**src/rtl/fetch_ifid.sv**
```systemverilog
// fetch_ifid
// ----------
// Fetch stage plus IF/ID pipeline register feeding decode directly.
// The PC lives here. One instruction-memory request is in flight at a time,
// and memory latency is variable. A response that arrives while decode is
// stalled is parked in a one-entry skid buffer. Fetch stops after an
// instruction with opcode 00000 (HALT) and restarts only on a redirect.
//
// Ports
//   clk          clock; all state updates on the rising edge
//   rst          asynchronous reset, active-low
//   stall_ID     decode cannot accept; IF/ID holds its contents
//   redirect     taken branch/jump from a later stage; flushes fetch
//   redirect_PC  new PC, valid while redirect=1
//   imem_req     one-cycle request pulse to instruction memory
//   imem_addr    fetch address (always the current PC)
//   imem_rdata   returned instruction, valid while imem_done=1
//   imem_done    response strobe from instruction memory
//   inst_ID      IF/ID instruction (NOP_INST when invalid)
//   PC_inc_ID    IF/ID PC+2 of that instruction
//   valid_ID     IF/ID holds a real instruction
//   err          sticky error flag (odd redirect target or unexpected response)
module fetch_ifid #(
    parameter logic [15:0] RESET_PC = 16'h0000,
    parameter logic [15:0] NOP_INST = 16'h0800
) (
    input  logic        clk,
    input  logic        rst,
    input  logic        stall_ID,
    input  logic        redirect,
    input  logic [15:0] redirect_PC,
    output logic        imem_req,
    output logic [15:0] imem_addr,
    input  logic [15:0] imem_rdata,
    input  logic        imem_done,
    output logic [15:0] inst_ID,
    output logic [15:0] PC_inc_ID,
    output logic        valid_ID,
    output logic        err
);

    localparam logic [2:0] S_BOOT  = 3'd0;
    localparam logic [2:0] S_REQ   = 3'd1;
    localparam logic [2:0] S_WAIT  = 3'd2;
    localparam logic [2:0] S_HOLD  = 3'd3;
    localparam logic [2:0] S_DRAIN = 3'd4;
    localparam logic [2:0] S_HALT  = 3'd5;

    logic [2:0]  state_q, state_d;
    logic [15:0] pc_q, pc_d;
    logic [15:0] skid_q, skid_d;
    logic [15:0] inst_q, inst_d;
    logic [15:0] pcInc_q, pcInc_d;
    logic        valid_q, valid_d;
    logic        err_q, err_d;

    logic        deliver;
    logic [15:0] deliverInst;
    logic        forceBubble;
    logic [15:0] pcPlus2;

    // Memory-facing outputs come straight from registers so that no input
    // can ripple combinationally into the request.
    assign imem_req  = (state_q == S_REQ);
    assign imem_addr = pc_q;
    assign inst_ID   = inst_q;
    assign PC_inc_ID = pcInc_q;
    assign valid_ID  = valid_q;
    assign err       = err_q;

    assign pcPlus2 = pc_q + 16'd2;

    always_comb begin
        state_d     = state_q;
        pc_d        = pc_q;
        skid_d      = skid_q;
        inst_d      = inst_q;
        pcInc_d     = pcInc_q;
        valid_d     = valid_q;
        err_d       = err_q;
        deliver     = 1'b0;
        deliverInst = skid_q;
        forceBubble = 1'b0;

        case (state_q)
            S_BOOT: begin
                // Boot never flushes IF/ID; a redirect here only moves the PC.
                state_d = S_REQ;
                if (redirect) begin
                    pc_d = redirect_PC;
                end
            end
            S_REQ: begin
                // The request has just gone out, so a redirect must drain it.
                if (redirect) begin
                    pc_d        = redirect_PC;
                    forceBubble = 1'b1;
                    state_d     = S_DRAIN;
                end else begin
                    state_d = S_WAIT;
                end
            end
            S_WAIT: begin
                if (redirect) begin
                    // A response landing with the redirect is simply dropped.
                    pc_d        = redirect_PC;
                    forceBubble = 1'b1;
                    state_d     = imem_done ? S_REQ : S_DRAIN;
                end else if (imem_done) begin
                    if (stall_ID) begin
                        skid_d  = imem_rdata;
                        state_d = S_HOLD;
                    end else begin
                        deliver     = 1'b1;
                        deliverInst = imem_rdata;
                    end
                end
            end
            S_HOLD: begin
                if (redirect) begin
                    pc_d        = redirect_PC;
                    forceBubble = 1'b1;
                    state_d     = S_REQ;
                end else if (!stall_ID) begin
                    deliver = 1'b1;
                end
            end
            S_DRAIN: begin
                // The outstanding response is discarded whenever it shows up.
                if (redirect) begin
                    pc_d        = redirect_PC;
                    forceBubble = 1'b1;
                end
                if (imem_done) begin
                    state_d = S_REQ;
                end
            end
            S_HALT: begin
                if (redirect) begin
                    pc_d        = redirect_PC;
                    forceBubble = 1'b1;
                    state_d     = S_REQ;
                end
            end
            default: begin
                state_d = S_BOOT;
            end
        endcase

        // IF/ID load: a delivered instruction wins, otherwise a bubble unless
        // decode is stalled (redirect flushes even through a stall).
        if (deliver) begin
            inst_d  = deliverInst;
            pcInc_d = pcPlus2;
            valid_d = 1'b1;
            pc_d    = pcPlus2;
            state_d = (deliverInst[15:11] == 5'b00000) ? S_HALT : S_REQ;
        end else if (forceBubble || !stall_ID) begin
            inst_d  = NOP_INST;
            valid_d = 1'b0;
        end

        // Only WAIT and DRAIN expect a response.
        if ((redirect && redirect_PC[0]) ||
            (imem_done && (state_q == S_BOOT || state_q == S_REQ ||
                           state_q == S_HOLD || state_q == S_HALT))) begin
            err_d = 1'b1;
        end
    end

    always_ff @(posedge clk or negedge rst) begin
        if (!rst) begin
            state_q <= S_BOOT;
            pc_q    <= RESET_PC;
            skid_q  <= 16'h0000;
            inst_q  <= NOP_INST;
            pcInc_q <= 16'h0000;
            valid_q <= 1'b0;
            err_q   <= 1'b0;
        end else begin
            state_q <= state_d;
            pc_q    <= pc_d;
            skid_q  <= skid_d;
            inst_q  <= inst_d;
            pcInc_q <= pcInc_d;
            valid_q <= valid_d;
            err_q   <= err_d;
        end
    end

endmodule
```
**config.mk**
```make
export PLATFORM = sky130hd
export DESIGN_NAME = fetch_ifid
export DESIGN_NICKNAME = d
export VERILOG_FILES = /design/src/rtl/fetch_ifid.sv
export SDC_FILE = /design/constraint.sdc
export NUM_CORES = 1
export LEC_CHECK = 0
export CAP_MARGIN = 20
export CORE_MARGIN = 2
export CORE_UTILIZATION = 25
export DETAILED_ROUTE_END_ITERATION = 8
export PLACE_DENSITY_LB_ADDON = 0.25
export SYNTH_ARGS = -nofsm -noshare
export SYNTH_HDL_FRONTEND = slang
export SYNTH_SLANG_ARGS = --single-unit
```
**constraint.sdc**
```tcl
create_clock -name clk -period 3.3 [get_ports clk]
set_clock_uncertainty 0.2 [all_clocks]
set_input_delay 0.66 -clock clk [delete_from_list [all_inputs] [get_ports clk]]
set_output_delay 0.66 -clock clk [all_outputs]
set_load 0.01 [all_outputs]
```
==> results of run 1 <==
## cells by family (layout without fill, tap and decap cells)
logic type	Yosys count	after routing	share of synthesized area, %
and+or+nand+nor	102	102	13.6
AOI/OAI and AO/OA	87	87	15.5
DFF	69	69	51.0
muxes	35	35	12.1
buffers and inverters	26	116	3.88
xor gates and xnor gates	14	14	3.62
adders and majority gates	1	1	0.369
## power groups by stage
stage,sequential [uW],combinational [uW],clock [uW]
after CTS,1370,1220,1030
final,1370,1200,996
after global routing,1420,1320,1070
after detailed placement,1390,1220,0
after floorplan,1380,622,0
after global placement,1380,1200,0
## final timing paths
path | endpoint | start | cells past startpoint | slack [ps]
worst max-delay path | imem_req | state_q[1]$_DFFE_PN0P_ | 3 | 620
worst min-delay path | inst_ID[14]$_DFFE_PN0P_ | rst | 1 | 120
worst max register to register | inst_ID[10]$_DFFE_PN0P_ | state_q[1]$_DFFE_PN0P_ | 5 | 1000
worst min register to register | inst_ID[8]$_DFFE_PN0P_ | inst_ID[8]$_DFFE_PN0P_ | 2 | 270
max in group asynchronous | inst_ID[11]$_DFFE_PN1P_ | rst | 2 | 1980
min in group clk | inst_ID[8]$_DFFE_PN0P_ | inst_ID[8]$_DFFE_PN0P_ | 2 | 270
## cells in the mapped netlist, drive strengths merged, types with 2 or more instances
| cell | instances |
|---|---|
| o22ai | 5 |
| xor2 | 8 |
| or3 | 2 |
| a21oi | 17 |
| o21a | 2 |
| a22oi | 3 |
| nand2 | 55 |
| nor2 | 16 |
| xnor2 | 6 |
| nand2b | 2 |
| o21ai | 38 |
| nand4 | 2 |
| dfrtp | 68 |
| inv | 2 |
| and4 | 2 |
| a21o | 2 |
| o2bb2ai | 2 |
| a2bb2oi | 7 |
| buf | 16 |
| a31oi | 4 |
| and3 | 3 |
| mux2 | 17 |
| clkbuf | 8 |
| mux2i | 18 |
| nor3 | 5 |
| nand3 | 7 |
| or4 | 2 |
## flip-flops by register name, summed over array words and instances (netlist names)
signal     flops
inst_ID       16
PC_inc_ID     16
err            1
valid_ID       1
state_q        3
skid_q        16
imem_addr     16
## worst max-delay path, stage by stage (launching register included)
cell                              delay, ps
sky130_fd_sc_hd__dfrtp_1                540
sky130_fd_sc_hd__nor2_1                 260
sky130_fd_sc_hd__and2_1                 150
sky130_fd_sc_hd__clkdlybuf4s50_1        530
## through the flow
stage          std cells  setup slack [ps]
6_report             600               624
5_1_grt              600               514
4_1_cts              600               615
3_5_place_dp         584               352
3_3_place_gp         584               401
2_1_floorplan        334              1180
## layout make-up
cell class              count  area (um^2)  area share [%]
inverters                   2         7.51           0.158
repair buffers             98          948            20.0
flip-flops and latches     69         1730            36.4
well taps                 176          220            4.63
clock buffers              15          278            5.84
clock inverters             1         30.0           0.632
multi-input cells         239         1540            32.4
## per-layer routing
layer  vias to the layer above  wire [um]  part of all wire, %
met3                         6        601                  6.7
met1                      1263       4360                   49
met2                        92       3950                   44
met4                         0         79                 0.88
met5                         -          0                    0
li1                       1347          -                    -
==> metrics.csv, run 1 <==
stage,metric,value,unit
critical_path,end_kind,output port,
clock_network,clock_root_buffer,sky130_fd_sc_hd__clkbuf_16,
timing,slew_viol_final,0,
grt,met3_demand_to_capacity_share_in_global_routing,5.05,%
synthesis,synthesis.yosys.warnings,0,
synthesis,synth.cell_area,3390,um^2
timing,unrepaired_setup_endpoints_after_global_routing,false,
drt,ant_nets,0,
critical_path,path_class,reg2out,
timing,final.setup.tns,0,ps
drt,first_iter_violations,158,
die,die_h,120,um
clock_network,post-cts-setup-buffer-count,0,
clock_network,tritoncts,done,
worst_hold_path,hold_path.class,in2async,
grt,globalRouteTotalUtil,13.1,%
grt,grt_pass1_wl,14.7,mm
synthesis,synth_sequential_area_ratio,51.0,%
clock_network,clk-insertion-delay-late,330,ps
power,seqPwrFrac,38.4,%
drt,vias,2708,
timing,slew-limit-headroom,53.3,%
die,io_pins,88,
die,placeableCoreArea,13200,um^2
timing,top_achievable_clock_speed,374,MHz
synthesis,netlist_instances,334,
timing,post-route-period-util,81.1,%
die,initial_core_util,25.6,%
grt,gr_layer_usage_met1,18.0,%
clock_network,cts-buffers-inserted,9,
clock_network,clock-sinks,69,
cells_and_area,fill_cells,1356,
power,p_comb_share,33.7,%
clock_network,clkTransAtPathRegs,60,ps
critical_path,critical_path_required,2440,ps
cells_and_area,commonest_non_fill_non_tap_cell_in_the_layout,sky130_fd_sc_hd__clkdlybuf4s50_1,
drt,post_drt_wl_per_cell,15.0,um
outcome,status,finished clean,
place,gp_congestion,0.759,
place,port_buffers,87,
power,post-layout-total-power,3570,uW
drt,drt_pass_1_iters,6,
clock_network,cts_max_level,3,
die,rows,42,
place,postPlaceCellArea,4450,um^2
grt,first_global_vias,2766,
cells_and_area,synthToLayoutAreaGrowth,40.3,%
grt,grtUsageMet2,19.3,%
synthesis,yosysTopAreaCellShare,50.2,%
timing,worst-slew-pin-transition,701,ps
critical_path,worst_setup_path_start_kind,flop,
die,die-area,14500,um^2
grt,grt_remaining_overflow,0,
power,internal-power,2440,uW
clock_network,cts_hold_buffers,0,
cells_and_area,final_core_util,35.9,%
grt,grt_peak_use_layer,met2,
power,share_clk_of_total_power,27.9,%
power,power-per-cell-area,751,nW/um^2
timing,fin_crit,2680,ps
cells_and_area,most_used_cells_in_the_layout_excluding_fill_and_tap_cells,"sky130_fd_sc_hd__clkdlybuf4s50_1 (86), sky130_fd_sc_hd__dfrtp_1 (68), sky130_fd_sc_hd__nand2_1 (55), sky130_fd_sc_hd__o21ai_0 (37), sky130_fd_sc_hd__mux2i_1 (18)",
cells_and_area,fin_nets,457,
synthesis,mappedNetlistNets,372,
clock_network,clockBufferDepth,2,
synthesis,post_synth_main_area_contributors,"sky130_fd_sc_hd__dfrtp_1 (50%), sky130_fd_sc_hd__nand2_1 (6.1%), sky130_fd_sc_hd__o21ai_0 (5.5%)",
synthesis,dominantRegCellSynth,sky130_fd_sc_hd__dfrtp_1,
critical_path,critical_path_peak_fanout,14,
synthesis,synth_edf_count,0,
power,power.switching,1130,uW
synthesis,netlist.top_cell.by_area,sky130_fd_sc_hd__dfrtp_1,
timing,worst_hold_margin,124,ps
drt,drc,0,
power,power.switching_fraction,31.6,%
die,die_w,120,um
cells_and_area,diodes,0,
power,ir_drop_worst_case_vdd,268,uV
clock_network,postCtsResizedCells,0,
cells_and_area,post_route_cells_drive_above_1_share,11.6,%
grt,grt_start_max_net_pins,33,
power,power.static_leakage,0.00196,uW
drt,drt-total-wl,8.99,mm
timing,setup-violations-final,0,
cells_and_area,finish.instance_area,4750,um^2
job,drv_cap,0,
timing,hold_viol_final,0,
synthesis,syn-mean-instance-area,10.1,um^2
drt,vias_per_cell,4.51,
synthesis,netlist_cell_types,47,
grt,antenna_violations_before_repair,0,
synthesis,ys_ff_latch,69,
place,dp.final_hpwl,6.32,mm
critical_path,worst-endpoint-arrival,1820,ps
synthesis,async_flop_share,100,%
Power figures use the tool's default switching activity.
==> run 2, diff against run 1 <==
==> constraint.sdc (replaced) <==
create_clock -name clk -period 2.45 [get_ports clk]
set_clock_uncertainty 0.2 [all_clocks]
set_input_delay 0.49 -clock clk [delete_from_list [all_inputs] [get_ports clk]]
set_output_delay 0.49 -clock clk [all_outputs]
set_load 0.01 [all_outputs]
==> run 2 against run 1 <==
Net effect:
- via count up 2.4%
- die area did not move
- first-iteration DRC count down 20%
- critical endpoint unchanged
==> metrics.csv, run 2 (synthesized netlist as in run 1, its figures left out) <==
stage,metric,value,unit,change
die,initial_core_util,25.6,%,unchanged
drt,vias_per_cell,4.51,,about the same
clock_network,clockBufferDepth,2,,unchanged
cells_and_area,commonest_non_fill_non_tap_cell_in_the_layout,sky130_fd_sc_hd__clkdlybuf4s50_1,,unchanged
die,rows,42,,unchanged
timing,slew_viol_final,0,,unchanged
cells_and_area,sequential_cell_area,1730,um^2,unchanged
drt,drt_pass_1_iters,4,,was 6
grt,first_global_vias,2806,,"was 2,766"
place,dp.final_hpwl,6.54,mm,was 6.32 mm
outcome,status,finished clean,,unchanged
drt,drc,0,,unchanged
grt,globalRouteTotalUtil,12.7,%,was 13.1%
clock_network,cts_max_level,3,,unchanged
die,die_w,120,um,unchanged
cells_and_area,post_route_cells_drive_above_1_share,14.6,%,was 11.6%
place,postPlaceCellArea,4610,um^2,was 4450 um^2
timing,hold_viol_final,0,,unchanged
grt,grt_remaining_overflow,0,,unchanged
critical_path,end_kind,output port,,unchanged
job,drv_cap,0,,unchanged
power,internal-power,3290,uW,was 2440 uW
timing,final.setup.tns,0,ps,unchanged
place,port_buffers,87,,unchanged
power,share_clk_of_total_power,26.5,%,was 27.9%
grt,grt_pass1_wl,14.4,mm,was 14.7 mm
drt,post_drt_wl_per_cell,14.5,um,was 15.0 um
power,power.switching_fraction,31.7,%,was 31.6%
power,power.switching,1530,uW,was 1130 uW
cells_and_area,synthToLayoutAreaGrowth,44.9,%,was 40.3%
cells_and_area,multiInputGateArea,1540,um^2,unchanged
critical_path,worst_r2r_startpoint,state_q[0]$_DFFE_PN0P_,,was state_q[1]$_DFFE_PN0P_
clock_network,post-cts-setup-buffer-count,0,,unchanged
drt,vias,2772,,"was 2,708"
critical_path,critical_path_required,1760,ps,was 2440 ps
worst_hold_path,hold_path.class,reg2reg,,was in2async
timing,top_achievable_clock_speed,433,MHz,
cells_and_area,finish.instance_area,4910,um^2,was 4750 um^2
critical_path,timing.critical_path.slowest_stage_cell,sky130_fd_sc_hd__clkdlybuf4s50_1,,was sky130_fd_sc_hd__dfrtp_1
clock_network,clk-insertion-delay-late,320,ps,was 330 ps
die,io_pins,88,,unchanged
timing,worst-slew-pin-transition,698,ps,was 701 ps
timing,post-route-period-util,94.3,%,
critical_path,worst-endpoint-arrival,1620,ps,was 1820 ps
critical_path,worstPathCellList,nor2_1 -> and2_1 -> clkdlybuf4s50_1,,unchanged
timing,fin_crit,2310,ps,
power,seqPwrFrac,37.8,%,was 38.4%
timing,setup-violations-final,0,,unchanged
timing,unrepaired_setup_endpoints_after_global_routing,false,,unchanged
die,die-area,14500,um^2,unchanged
place,gp_congestion,0.764,,was 0.759
clock_network,clock_root_buffer,sky130_fd_sc_hd__clkbuf_16,,unchanged
die,placeableCoreArea,13200,um^2,unchanged
critical_path,crit_path_max_incr_delay,530,ps,was 540 ps
power,power.static_leakage,0.00204,uW,was 0.00196 uW
critical_path,critical_path_peak_fanout,3,,was 14
worst_hold_path,min_from,inst_ID[12]$_DFFE_PN0P_,,
drt,drt-total-wl,8.91,mm,was 8.99 mm
power,power-per-cell-area,980,nW/um^2,was 751 nW/um^2
power,ir_drop_worst_case_vdd,306,uV,was 268 uV
power,p_comb_share,35.7,%,was 33.7%
critical_path,path_class,reg2out,,unchanged
clock_network,clkTransAtPathRegs,50,ps,was 60 ps
cells_and_area,diodes,0,,unchanged
cells_and_area,fin_nets,471,,was 457
cells_and_area,most_used_cells_in_the_layout_excluding_fill_and_tap_cells,"sky130_fd_sc_hd__clkdlybuf4s50_1 (86), sky130_fd_sc_hd__dfrtp_1 (68), sky130_fd_sc_hd__nand2_1 (55), sky130_fd_sc_hd__o21ai_0 (37), sky130_fd_sc_hd__buf_4 (19)",,"was sky130_fd_sc_hd__clkdlybuf4s50_1 (86), sky130_fd_sc_hd__dfrtp_1 (68), sky130_fd_sc_hd__nand2_1 (55), sky130_fd_sc_hd__o21ai_0 (37), sky130_fd_sc_hd__mux2i_1 (18)"
clock_network,tritoncts,done,,unchanged
die,die_h,120,um,unchanged
grt,antenna_violations_before_repair,0,,unchanged
cells_and_area,fill_cells,1338,,"was 1,356"
clock_network,clock-sinks,69,,unchanged
drt,first_iter_violations,127,,was 158
timing,slew-limit-headroom,53.5,%,was 53.3%
clock_network,cts-buffers-inserted,9,,unchanged
critical_path,worst_setup_path_start_kind,flop,,unchanged
drt,ant_nets,0,,unchanged
critical_path,critical_path.startpoint,state_q[1]$_DFFE_PN0P_,,unchanged
grt,grt_start_max_net_pins,35,,was 33
## run 2: power groups by stage
stage,Clock (uW),Sequential (uW),Combinational [uW]
after detailed placement,0,1840,1740
final,1270,1820,1720
after CTS,1320,1830,1750
after floorplan,0,1850,838
after global routing,1370,1880,1880
after global placement,0,1830,1720
## run 2: area by class of cell
class | instances | share of cell area [%]
Clock buffer | 11 | 4.95
Clock inverter | 5 | 1.02
Inverter | 2 | 0.153
Multi-Input combinational cell | 239 | 31.4
Sequential cell | 69 | 35.2
Tap cell | 176 | 4.49
Timing Repair Buffer | 112 | 22.8
## run 2: repair_timing
| action | CTS | global route |
|---|---|---|
| hold buffers | 1 | 0 |
| hold endpoints to repair | 17 | 0 |
| resized for setup | 0 | 0 |
## run 2: path summary, 6_finish.rpt
check	to	slack, ps	cells past startpoint
setup / recovery	imem_req	140	3
min in group asynchronous	inst_ID[9]$_DFFE_PN0P_	460	2
max in group asynchronous	state_q[0]$_DFFE_PN0P_	960	3
hold / removal	inst_ID[12]$_DFFE_PN0P_	280	2
setup reg to reg	inst_ID[13]$_DFFE_PN0P_	410	5
hold reg to reg	inst_ID[12]$_DFFE_PN0P_	280	2
## run 2: layer usage
| metal | wire, um | vias up | part of all wire, % | global-route usage [%] |
|---|---|---|---|---|
| met5 | 0 | - | 0 | 0 |
| met3 | 439 | 2 | 4.9 | 3.68 |
| met4 | 41 | 0 | 0.46 | 4.00 |
| met1 | 4360 | 1317 | 49 | 16.9 |
| li1 | - | 1385 | - | - |
| met2 | 4070 | 68 | 46 | 19.9 |
## run 2: per-stage QoR
stage / power, uW / hold slack, ps / setup WS (ps) / instances / utilization [%]
global route: 5140 / 298 / 43.9 / 614 / 37.1
CTS: 4890 / 280 / 119 / 614 / 37.1
global placement: 3550 / 261 / -43.9 / 597 / 34.8
finish: 4810 / 275 / 139 / 614 / 37.1
detailed placement: 3580 / 266 / -79.8 / 597 / 34.8
floorplan: 2690 / -5.59 / 504 / 334 / -
## run 2: critical path: cells and delay by family, from the launching register on
kind	cells	cell delay [ps]
buf+inv	1	530
flops	1	390
simple gates	2	380
